===== config.mk =====
export PLATFORM = sky130hd
export DESIGN_NAME = pc_gen
export DESIGN_NICKNAME = d
export VERILOG_FILES = /design/src/rtl/pc_gen_pkg.sv /design/src/rtl/pc_gen_pc_reg.sv /design/src/rtl/pc_gen.sv
export SDC_FILE = /design/constraint.sdc
export NUM_CORES = 1
export LEC_CHECK = 0
export ABC_AREA = 0
export BUFFER_PORTS_ARGS = -buffer_cell sky130_fd_sc_hd__clkbuf_2
export CELL_PAD_IN_SITES_DETAIL_PLACEMENT = 0
export CELL_PAD_IN_SITES_GLOBAL_PLACEMENT = 1
export CORE_UTILIZATION = 39
export DETAILED_ROUTE_END_ITERATION = 16
export PLACE_DENSITY = 0.83
export SLEW_MARGIN = 10
export SYNTH_ARGS = -nofsm -noshare
export SYNTH_HDL_FRONTEND = slang
export SYNTH_HIERARCHICAL = 1
export SYNTH_SLANG_ARGS = --single-unit

===== constraint.sdc =====
create_clock -name clk -period 3.21 [get_ports clk]
set_input_delay 0.321 -clock clk [delete_from_list [all_inputs] [get_ports clk]]
set_output_delay 0.321 -clock clk [all_outputs]
set_load 0.005 [all_outputs]

===== src/rtl/pc_gen_pkg.sv =====
// Shared core definitions for the program-counter generator: FSM state
// encoding and the default boot address.
package pc_gen_pkg;

  typedef enum logic [1:0] {
    BOOT   = 2'd0,
    RUN    = 2'd1,
    HALTED = 2'd2,
    ERROR  = 2'd3
  } pc_state_t;

  localparam logic [31:0] DEFAULT_RESET_VEC = 32'h8000_0000;

endpackage


===== src/rtl/pc_gen_pc_reg.sv =====
// Program-counter storage: an XLEN-bit register with load enable that
// returns to RESET_VEC on asynchronous reset.
module pc_reg
  import pc_gen_pkg::*;
#(
  parameter int              XLEN      = 32,
  parameter logic [XLEN-1:0] RESET_VEC = XLEN'(DEFAULT_RESET_VEC)
) (
  input  logic            clk,
  input  logic            rst,
  input  logic            load,
  input  logic [XLEN-1:0] d,
  output logic [XLEN-1:0] q
);

  always_ff @(posedge clk or posedge rst) begin
    if (rst) begin
      q <= RESET_VEC;
    end else if (load) begin
      q <= d;
    end
  end

endmodule


===== src/rtl/pc_gen.sv =====
// Instruction-fetch PC generator: sequencing FSM, trap/redirect target
// selection, misalignment trapping and debug halt.
module pc_gen
  import pc_gen_pkg::*;
#(
  parameter int              XLEN       = 32,
  parameter logic [XLEN-1:0] RESET_VEC  = XLEN'(DEFAULT_RESET_VEC),
  parameter int              ILEN_BYTES = 4
) (
  input  logic            clk,
  input  logic            rst,
  input  logic            stall,
  input  logic            redirect_valid,
  input  logic [XLEN-1:0] redirect_pc,
  input  logic            trap_valid,
  input  logic [XLEN-1:0] trap_pc,
  input  logic            halt_req,
  output logic            halted,
  output logic            fetch_valid,
  input  logic            fetch_ready,
  output logic [XLEN-1:0] fetch_pc,
  output logic            misalign_err,
  output logic [XLEN-1:0] misalign_addr,
  input  logic            err_ack
);

  localparam logic [XLEN-1:0] INC        = XLEN'(ILEN_BYTES);
  localparam logic [XLEN-1:0] ALIGN_MASK = XLEN'(ILEN_BYTES - 1);

  pc_state_t       state;
  pc_state_t       state_next;
  logic            boot_done;
  logic [XLEN-1:0] pc;
  logic [XLEN-1:0] pc_next;
  logic [XLEN-1:0] target;
  logic            pc_load;
  logic            target_sel;
  logic            target_bad;
  logic            handshake;
  logic            misalign_event;

  pc_reg #(
    .XLEN      (XLEN),
    .RESET_VEC (RESET_VEC)
  ) u_pc_reg (
    .clk  (clk),
    .rst  (rst),
    .load (pc_load),
    .d    (pc_next),
    .q    (pc)
  );

  assign fetch_pc       = pc;
  assign fetch_valid    = (state == RUN) && !stall;
  assign handshake      = fetch_valid && fetch_ready;
  assign misalign_event = target_sel && target_bad;

  // Trap beats redirect beats sequential; in ERROR only an aligned trap
  // can restart fetching.
  always_comb begin
    target     = trap_valid ? trap_pc : redirect_pc;
    target_bad = |(target & ALIGN_MASK);
    target_sel = 1'b0;
    pc_next    = pc + INC;
    pc_load    = 1'b0;
    state_next = state;
    case (state)
      BOOT: begin
        if (boot_done) state_next = RUN;
      end
      RUN, HALTED: begin
        target_sel = trap_valid || redirect_valid;
        if (target_sel && target_bad) begin
          state_next = ERROR;
        end else begin
          if (target_sel) begin
            pc_next = target;
            pc_load = 1'b1;
          end else if (handshake) begin
            pc_load = 1'b1;
          end
          state_next = halt_req ? HALTED : RUN;
        end
      end
      ERROR: begin
        target_sel = trap_valid;
        if (target_sel && !target_bad) begin
          pc_next    = target;
          pc_load    = 1'b1;
          state_next = RUN;
        end
      end
      default: state_next = BOOT;
    endcase
  end

  // BOOT spans one full cycle after reset release so the first fetch
  // appears two edges after rst drops.
  always_ff @(posedge clk or posedge rst) begin
    if (rst) begin
      state         <= BOOT;
      boot_done     <= 1'b0;
      halted        <= 1'b0;
      misalign_err  <= 1'b0;
      misalign_addr <= '0;
    end else begin
      state     <= state_next;
      boot_done <= 1'b1;
      halted    <= (state_next == HALTED);
      if (misalign_event) begin
        misalign_err  <= 1'b1;
        misalign_addr <= target;
      end else if (err_ack) begin
        misalign_err <= 1'b0;
      end
    end
  end

endmodule


==> run_results.csv, run 1 <==
group,metric,value,unit
synth,synth_nets,473,
run_status,violations,"hold timing",
power_and_ir_drop,p_per_area,822.1,mW/mm²
die,ios,139,
routing,post_drt_wl_per_cell,16.42,µm
cells_and_area,postLayoutCellArea,0.005199,mm²
setup_path,worstSetupPathType,"flip-flop to flip-flop",
routing,antenna_left,0,
die,dieArea,0.01110,mm²
timing,finalClockSkew,0.01100,ns
cells_and_area,area_growth,24.74,%
timing,fin_ws,0.6405,ns
synth,synthTopCellsByArea,"dfrtp_1, mux2_4, mux2i_1",
setup_path,end_kind,"flip-flop",
routing,dr.pass1.iters,4,
timing,fmax,389.2,MHz
cells_and_area,multi_input_area,0.002275,mm²
cells_and_area,drive_above_1_share,39.03,%
cts,hold_buffers,0,
die,core_area,0.01032,mm²
timing,hold_viol,16,
cts,clk_pin_slew,0.08,ns
grt,grt_pass1_wl,17860,µm
cells_and_area,n_antenna_cell,0,
cts,cts_sinks,69,
cells_and_area,regArea,0.001728,mm²
hold_path,hold_class,"input port to async pin",
cts,cts_tree,"built",
die,initial_core_util,40.37,%
synth,synth.cell_area,0.004168,mm²
power_and_ir_drop,ir_drop,0.4736,mV
routing,drtIter0Drc,205,
synth,yosys.cell_types.count,50,
routing,route.vias.total,3630,
cts,cts_setup_buffers,0,
synth,synth_edf_count,0,
placement,place_hpwl,8013,µm
synth,ys.flop_type,"dfrtp_1",
run_status,outcome,"complete, but fails checks",
setup_path,cp-start-kind,"flip-flop",
synth,postSynthCellCount,397,
grt,grt_overflow_total,0,
timing,setup_viol_count_final,0,
die,die_w,105.4,µm
grt,grt_util_all_layers,20.61,%
power_and_ir_drop,leakage,0.002402,µW
run,maxCapViolCount,0,
timing,final_max_slew_viol_count,0,
grt,first_global_vias,3599,
synth,ys_warn_count,6,
setup_path,worstPathRequired,3.43,ns
cts,worstSkewPairLatency,0.34,ns
synth,synth_area_leader_cell,"dfrtp_1",
timing,min_period,2.569,ns
grt,grt_max_degree,56,
grt,antenna_found_initial,0,
synth,yosysSeqAreaShare,41.46,%
synth,synth_seq_cells,69,
placement,port_buffers,138,
die,die_height,105.4,µm
timing,hold_ws,-0.005911,ns
synth,syn_area_per_cell,10.50,µm²
die,num_rows,37,
cells_and_area,fin_nets,609,
cts,cts_buffers,9,
routing,drcViolationCount,0,
synth,synth_top_area_share,40.83,%
placement,place_congestion,0.8193,
cells_and_area,utilization,50.36,%
cts,root_buffer,"clkbuf_8",
synth,async_flop_share,100.0,%
placement,placed_area,0.004989,mm²
routing,wl,11070,µm
timing,maxSlewHeadroom,43.36,%
cts,cts_resized,0,
placement,place_ws,0.6021,ns
cts,cts_buffer_depth,2,
cells_and_area,fill_cells,952,
routing,via_per_inst,5.386,
timing,period_share,80.05,%
timing,tns,0,ns
cts,htreeDepth,3,
timing,rsz0062_at_grt,"false",
timing,max_slew.worst_pin.slew,0.8490,ns
setup_path,crit_path_max_fanout,12,
setup_path,critPathArrivalTime,2.79,ns
## layout make-up
type                       instances  area share, %
sequential                        69          33.24
multi-input combinational        296          43.75
timing repair buffer             149          15.11
tap                              136          3.273
clock buffer                      11          2.912
clock inverter                     5          1.131
inverter                           8         0.5776
## state kept, by name (all words and copies together), names as in the netlist
| name | cells |
|---|---|
| state | 2 |
| misalign_addr | 32 |
| boot_done | 1 |
| u_pc_reg/q | 32 |
| halted | 1 |
| misalign_err | 1 |
## synth_stat cells, types with 3 or more instances
library cell and count:
o311ai_0 5, or4_1 9, nand2_1 12, nand2b_1 5, nor2_1 39, nand4_1 15, o221ai_1 4, and2_1 4
ha_1 4, mux2_4 30, nor3_1 4, nand3_1 8, mux2i_1 30, and3_1 3, dfrtp_1 68, a21oi_1 32
buf_1 3, mux2_2 4, nor4_1 5, buf_6 3, o211ai_1 19, o22ai_1 15, xnor2_1 10, buf_12 3
o21ai_0 6, xor2_1 4, inv_1 8, clkbuf_1 13, a211o_1 3
## worst max-delay path: stages (launching register included)
cell and delay (ns):
dfrtp_1 0.40, inv_1 0.06, ha_1 0.38, nor4b_1 0.54, a211o_1 0.42, buf_4 0.27
o22ai_1 0.10, mux2_4 0.26
## layer usage
| metal | up-vias | share of wire (%) | GRT usage [%] |
|---|---|---|---|
| met3 | 12 | 4.9 | 3.216 |
| met1 | 1726 | 46 | 26.91 |
| li1 | 1776 | - | - |
| met5 | - | 0 | 0 |
| met2 | 116 | 47 | 33.36 |
| met4 | 0 | 2.2 | 9.859 |
## metrics by stage
step	hold slack, ns	cells	total power, µW
6_report	-0.005911	674	4274
3_3_place_gp	0.3693	658	3466
5_1_grt	0.02612	674	4587
4_1_cts	0.006853	674	4306
2_1_floorplan	0.4365	397	2813
3_5_place_dp	0.3864	658	3543
## cell usage in the layout, fill, tap and decap left out, types with 4 or more instances in the layout
| cell type | n |
|---|---|
| a21oi_1 | 32 |
| and2_1 | 4 |
| buf_4 | 10 |
| clkbuf_2 | 138 |
| clkbuf_8 | 11 |
| dfrtp_1 | 68 |
| ha_1 | 4 |
| inv_1 | 7 |
| mux2_2 | 4 |
| mux2_4 | 30 |
| mux2i_1 | 30 |
| nand2_1 | 12 |
| nand2b_1 | 5 |
| nand3_1 | 8 |
| nand4_1 | 15 |
| nor2_1 | 38 |
| nor3_1 | 4 |
| nor4_1 | 5 |
| o211ai_1 | 19 |
| o21ai_0 | 6 |
| o221ai_1 | 4 |
| o22ai_1 | 15 |
| o311ai_0 | 5 |
| or4_1 | 9 |
| xnor2_1 | 10 |
| xor2_1 | 4 |
## logic make-up after synthesis
logic type / count (synthesis) / synth area share [%]
AND/OR/NAND/NOR: 120 / 15.88
buffers and inverters: 32 / 4.653
flip-flops: 69 / 41.46
other: 1 / 0.08998
multiplexers: 64 / 19.09
XOR/XNOR: 14 / 2.942
adder cells (fa/ha/maj): 4 / 1.201
AO/OA/AOI/OAI: 93 / 14.68
## power breakdown
group,internal (µW),switching [µW]
Sequential,1210,336
Clock,401,348
Combinational,928,1050
## final timing paths
check	from	endpoint	slack, ns	cells after the start
max in group asynchronous	rst	u_pc_reg/q[31]	2.44	3
max	state[0]	u_pc_reg/q[13]	0.64	7
min in group clk	err_ack	misalign_err	0.24	3
min reg2reg	misalign_err	misalign_err	0.51	1
max reg2reg	state[0]	u_pc_reg/q[13]	0.64	7
min	rst	misalign_addr[0]	-0.006	2
(Power assumes the default switching activity.)
==> run 2, diff against run 1 <==
--- a/config.mk
+++ b/config.mk
@@ -5,13 +5,13 @@
 export SDC_FILE = /design/constraint.sdc
 export NUM_CORES = 1
 export LEC_CHECK = 0
-export ABC_AREA = 0
+export ABC_AREA = 1
 export BUFFER_PORTS_ARGS = -buffer_cell sky130_fd_sc_hd__clkbuf_2
 export CELL_PAD_IN_SITES_DETAIL_PLACEMENT = 0
 export CELL_PAD_IN_SITES_GLOBAL_PLACEMENT = 1
-export CORE_UTILIZATION = 39
+export CORE_UTILIZATION = 33
 export DETAILED_ROUTE_END_ITERATION = 16
-export PLACE_DENSITY = 0.83
+export PLACE_DENSITY = 0.79
 export SLEW_MARGIN = 10
 export SYNTH_ARGS = -nofsm -noshare
 export SYNTH_HDL_FRONTEND = slang
==> constraint.sdc (replaced) <==
create_clock -name clk -period 2.2 [get_ports clk]
set_input_delay 0.22 -clock clk [delete_from_list [all_inputs] [get_ports clk]]
set_output_delay 0.22 -clock clk [all_outputs]
set_load 0.005 [all_outputs]
==> run 2 against run 1 <==
Net effect:
- die area increased by 24%
- the flow now finishes without violations
- combinational power is 42% higher
- flip-flop and latch count unchanged
- non-clock buffer count down 1
- area after synthesis up 5.3%
- critical path type unchanged
- clock skew shrank 0.0039 ns
- highest routed layer unchanged
- wire length grew 17%
- largest power group unchanged
- fmax up 32%
- first-iteration DRC count rose by 43%
- cell count increased by 33%
- sequential share of layout area fell by 1.8 points
==> run_results.csv, run 2 <==
group,metric,value,unit
timing,hold_ws,0.07087,ns
cts,cts_setup_buffers,0,
grt,grt_util_all_layers,19.57,%
power_and_ir_drop,p_int,3875,µW
synth,yosysSeqAreaShare,39.36,%
synth,postSynthCellCount,586,
run_status,outcome,"finished clean",
synth,synth.most_common_cell,"nand2_1",
die,dieArea,0.01377,mm²
routing,drcViolationCount,0,
cts,worstSkewPairLatency,0.33,ns
die,die_height,117.3,µm
setup_path,crit_chain,"inv_1 > ha_1 > inv_1 > o22ai_1 > nand3_2 > buf_4 > inv_2 > nand2_1 > nand2_1",
synth,synth_top_area_share,38.76,%
synth,synth_area_leader_cell,"dfrtp_1",
cts,cts_resized,0,
routing,post_drt_wl_per_cell,14.36,µm
synth,synth_edf_count,0,
synth,async_flop_share,100.0,%
timing,finalClockSkew,0.007121,ns
timing,rsz0062_at_grt,"false",
cells_and_area,fill_cells,1327,
cells_and_area,reg.largest.list,"misalign_addr (32), u_pc_reg/q (32), state (2)",
timing,final_max_slew_viol_count,0,
setup_path,cp_slowest_cell,"buf_4",
placement,place_congestion,0.8679,
placement,port_buffers,138,
cts,root_buffer,"clkbuf_16",
timing,tns,0,ns
cts,htreeDepth,3,
die,core_area,0.01277,mm²
timing,max_slew.worst_pin.slew,0.5004,ns
power_and_ir_drop,pwr-share-seq,34.4,%
setup_path,path_delay_family,"buffers and inverters",
cts,cts_buffers,9,
power_and_ir_drop,switching_share,41.96,%
die,initial_core_util,34.37,%
routing,met1_length,5807,µm
routing,drtIter0Drc,293,
run,maxCapViolCount,0,
grt,antenna_found_initial,0,
setup_path,critical_path_buf_inv_count,4,
cells_and_area,final_cell_mix,"nand2_1, clkbuf_2, dfrtp_1, inv_1, nor2_1",
placement,place_hpwl,9966,µm
grt,grt_pass1_wl,21360,µm
timing,setup_viol_count_final,0,
cells_and_area,fin_nets,799,
synth,syn_area_per_cell,7.492,µm²
power_and_ir_drop,p_per_area,1215,mW/mm²
routing,antenna_left,0,
cts,hold_buffers,1,
setup_path,worstPathRequired,2.42,ns
synth,synth_nets,662,
routing,top_layer_used,"met4",
cells_and_area,drive_above_1_share,29.30,%
routing,route.vias.total,4237,
timing,hold_viol,0,
power_and_ir_drop,combPwrFrac,42.3,%
cells_and_area,area_growth,25.16,%
setup_path,slowest_delay,0.43,ns
routing,wl_met3,636,µm
timing,min_period,1.943,ns
setup_path,crit_path_max_fanout,59,
setup_path,critPathArrivalTime,2.16,ns
die,die_w,117.3,µm
power_and_ir_drop,ir_drop,0.4799,mV
cells_and_area,final_common_cell,"nand2_1",
timing,fmax,514.6,MHz
synth,synth_seq_cells,69,
power_and_ir_drop,leakage,0.002927,µW
routing,dr.pass1.iters,4,
cts,cts_sinks,69,
setup_path,worstSetupPathType,"flip-flop to flip-flop",
setup_path,end_kind,"flip-flop",
grt,first_global_vias,4075,
cts,clk_pin_slew,0.06,ns
hold_path,hold_class,"input port to flip-flop",
routing,wl_met2,6286,µm
power_and_ir_drop,switching_power,2802,µW
die,ios,139,
power_and_ir_drop,p_clk_share,23.4,%
cts,cts_buffer_depth,2,
timing,maxSlewHeadroom,66.64,%
synth,ys.flop_type,"dfrtp_1",
routing,wl,12910,µm
cells_and_area,n_antenna_cell,0,
synth,synth.cell_area,0.004390,mm²
grt,grt_max_degree,60,
synth,netlist_top_cells_count,"nand2_1, dfrtp_1, inv_1",
synth,synthTopCellsByArea,"dfrtp_1, nand2_1, inv_1",
timing,period_share,88.34,%
grt,grt_overflow_total,0,
synth,yosys.cell_types.count,38,
die,num_rows,41,
cts,cts_tree,"built",
synth,ys_warn_count,6,
routing,via_per_inst,4.713,
setup_path,cp-start-kind,"flip-flop",
==> run 2: power groups by stage <==
stage | Combinational, µW | Clock [µW] | Sequential, µW
CTS | 2860 | 1590 | 2300
global placement | 2790 | 0 | 2300
floorplan | 2040 | 0 | 2230
finish | 2820 | 1560 | 2290
global route | 3200 | 1640 | 2380
detailed placement | 2850 | 0 | 2310
==> run 2: path summary, 6_finish.rpt <==
path / cells after the start / slack [ns] / to / startpoint
max in group asynchronous: 4 / 1.30 / misalign_addr[27] / rst
hold reg to reg: 2 / 0.48 / misalign_addr[24] / misalign_addr[24]
min in group asynchronous: 4 / 0.48 / u_pc_reg/q[20] / rst
setup / recovery: 9 / 0.26 / misalign_addr[19] / state[0]
setup reg to reg: 9 / 0.26 / misalign_addr[19] / state[0]
hold / removal: 2 / 0.07 / misalign_err / err_ack
==> run 2: stage by stage <==
stage                     area (µm²)  power, µW  util, %  setup slack, ns  instances
after floorplan                 4390       4269        -           0.5347        586
after global routing            5495       7212    43.02          0.05692        899
final                           5495       6677    43.02           0.2566        899
after global placement          5171       5086    40.48           0.3043        883
after CTS                       5495       6755    43.02           0.2626        899
after detailed placement        5171       5162    40.48           0.2747        883
==> run 2: cell type report <==
class                           instances  area, µm²  area share, %
Clock buffer                            9      225.2          4.098
Clock inverter                          6      88.84          1.617
Inverter                               56      222.7          4.053
Multi-Input combinational cell        439       2235          40.66
Sequential cell                        69       1728          31.44
Tap cell                              172      215.2          3.916
Timing Repair Buffer                  148      780.7          14.21
==> run 2: routing by layer <==
metal / vias to the layer above / track usage, %
li1: 2130 / -
met1: 1953 / 25.71
met2: 141 / 32.88
met3: 13 / 3.210
met4: 0 / 5.844
met5: - / 0
==> run 2: logic make-up after synthesis <==
logic type | after synthesis | share of synthesized area (%)
muxes | 18 | 4.104
AOI/OAI and AO/OA | 67 | 10.43
adders and majority gates | 4 | 1.140
xor gates and xnor gates | 15 | 2.992
other | 1 | 0.08541
DFF | 69 | 39.36
and+or+nand+nor | 334 | 32.06
buffers and inverters | 78 | 9.832
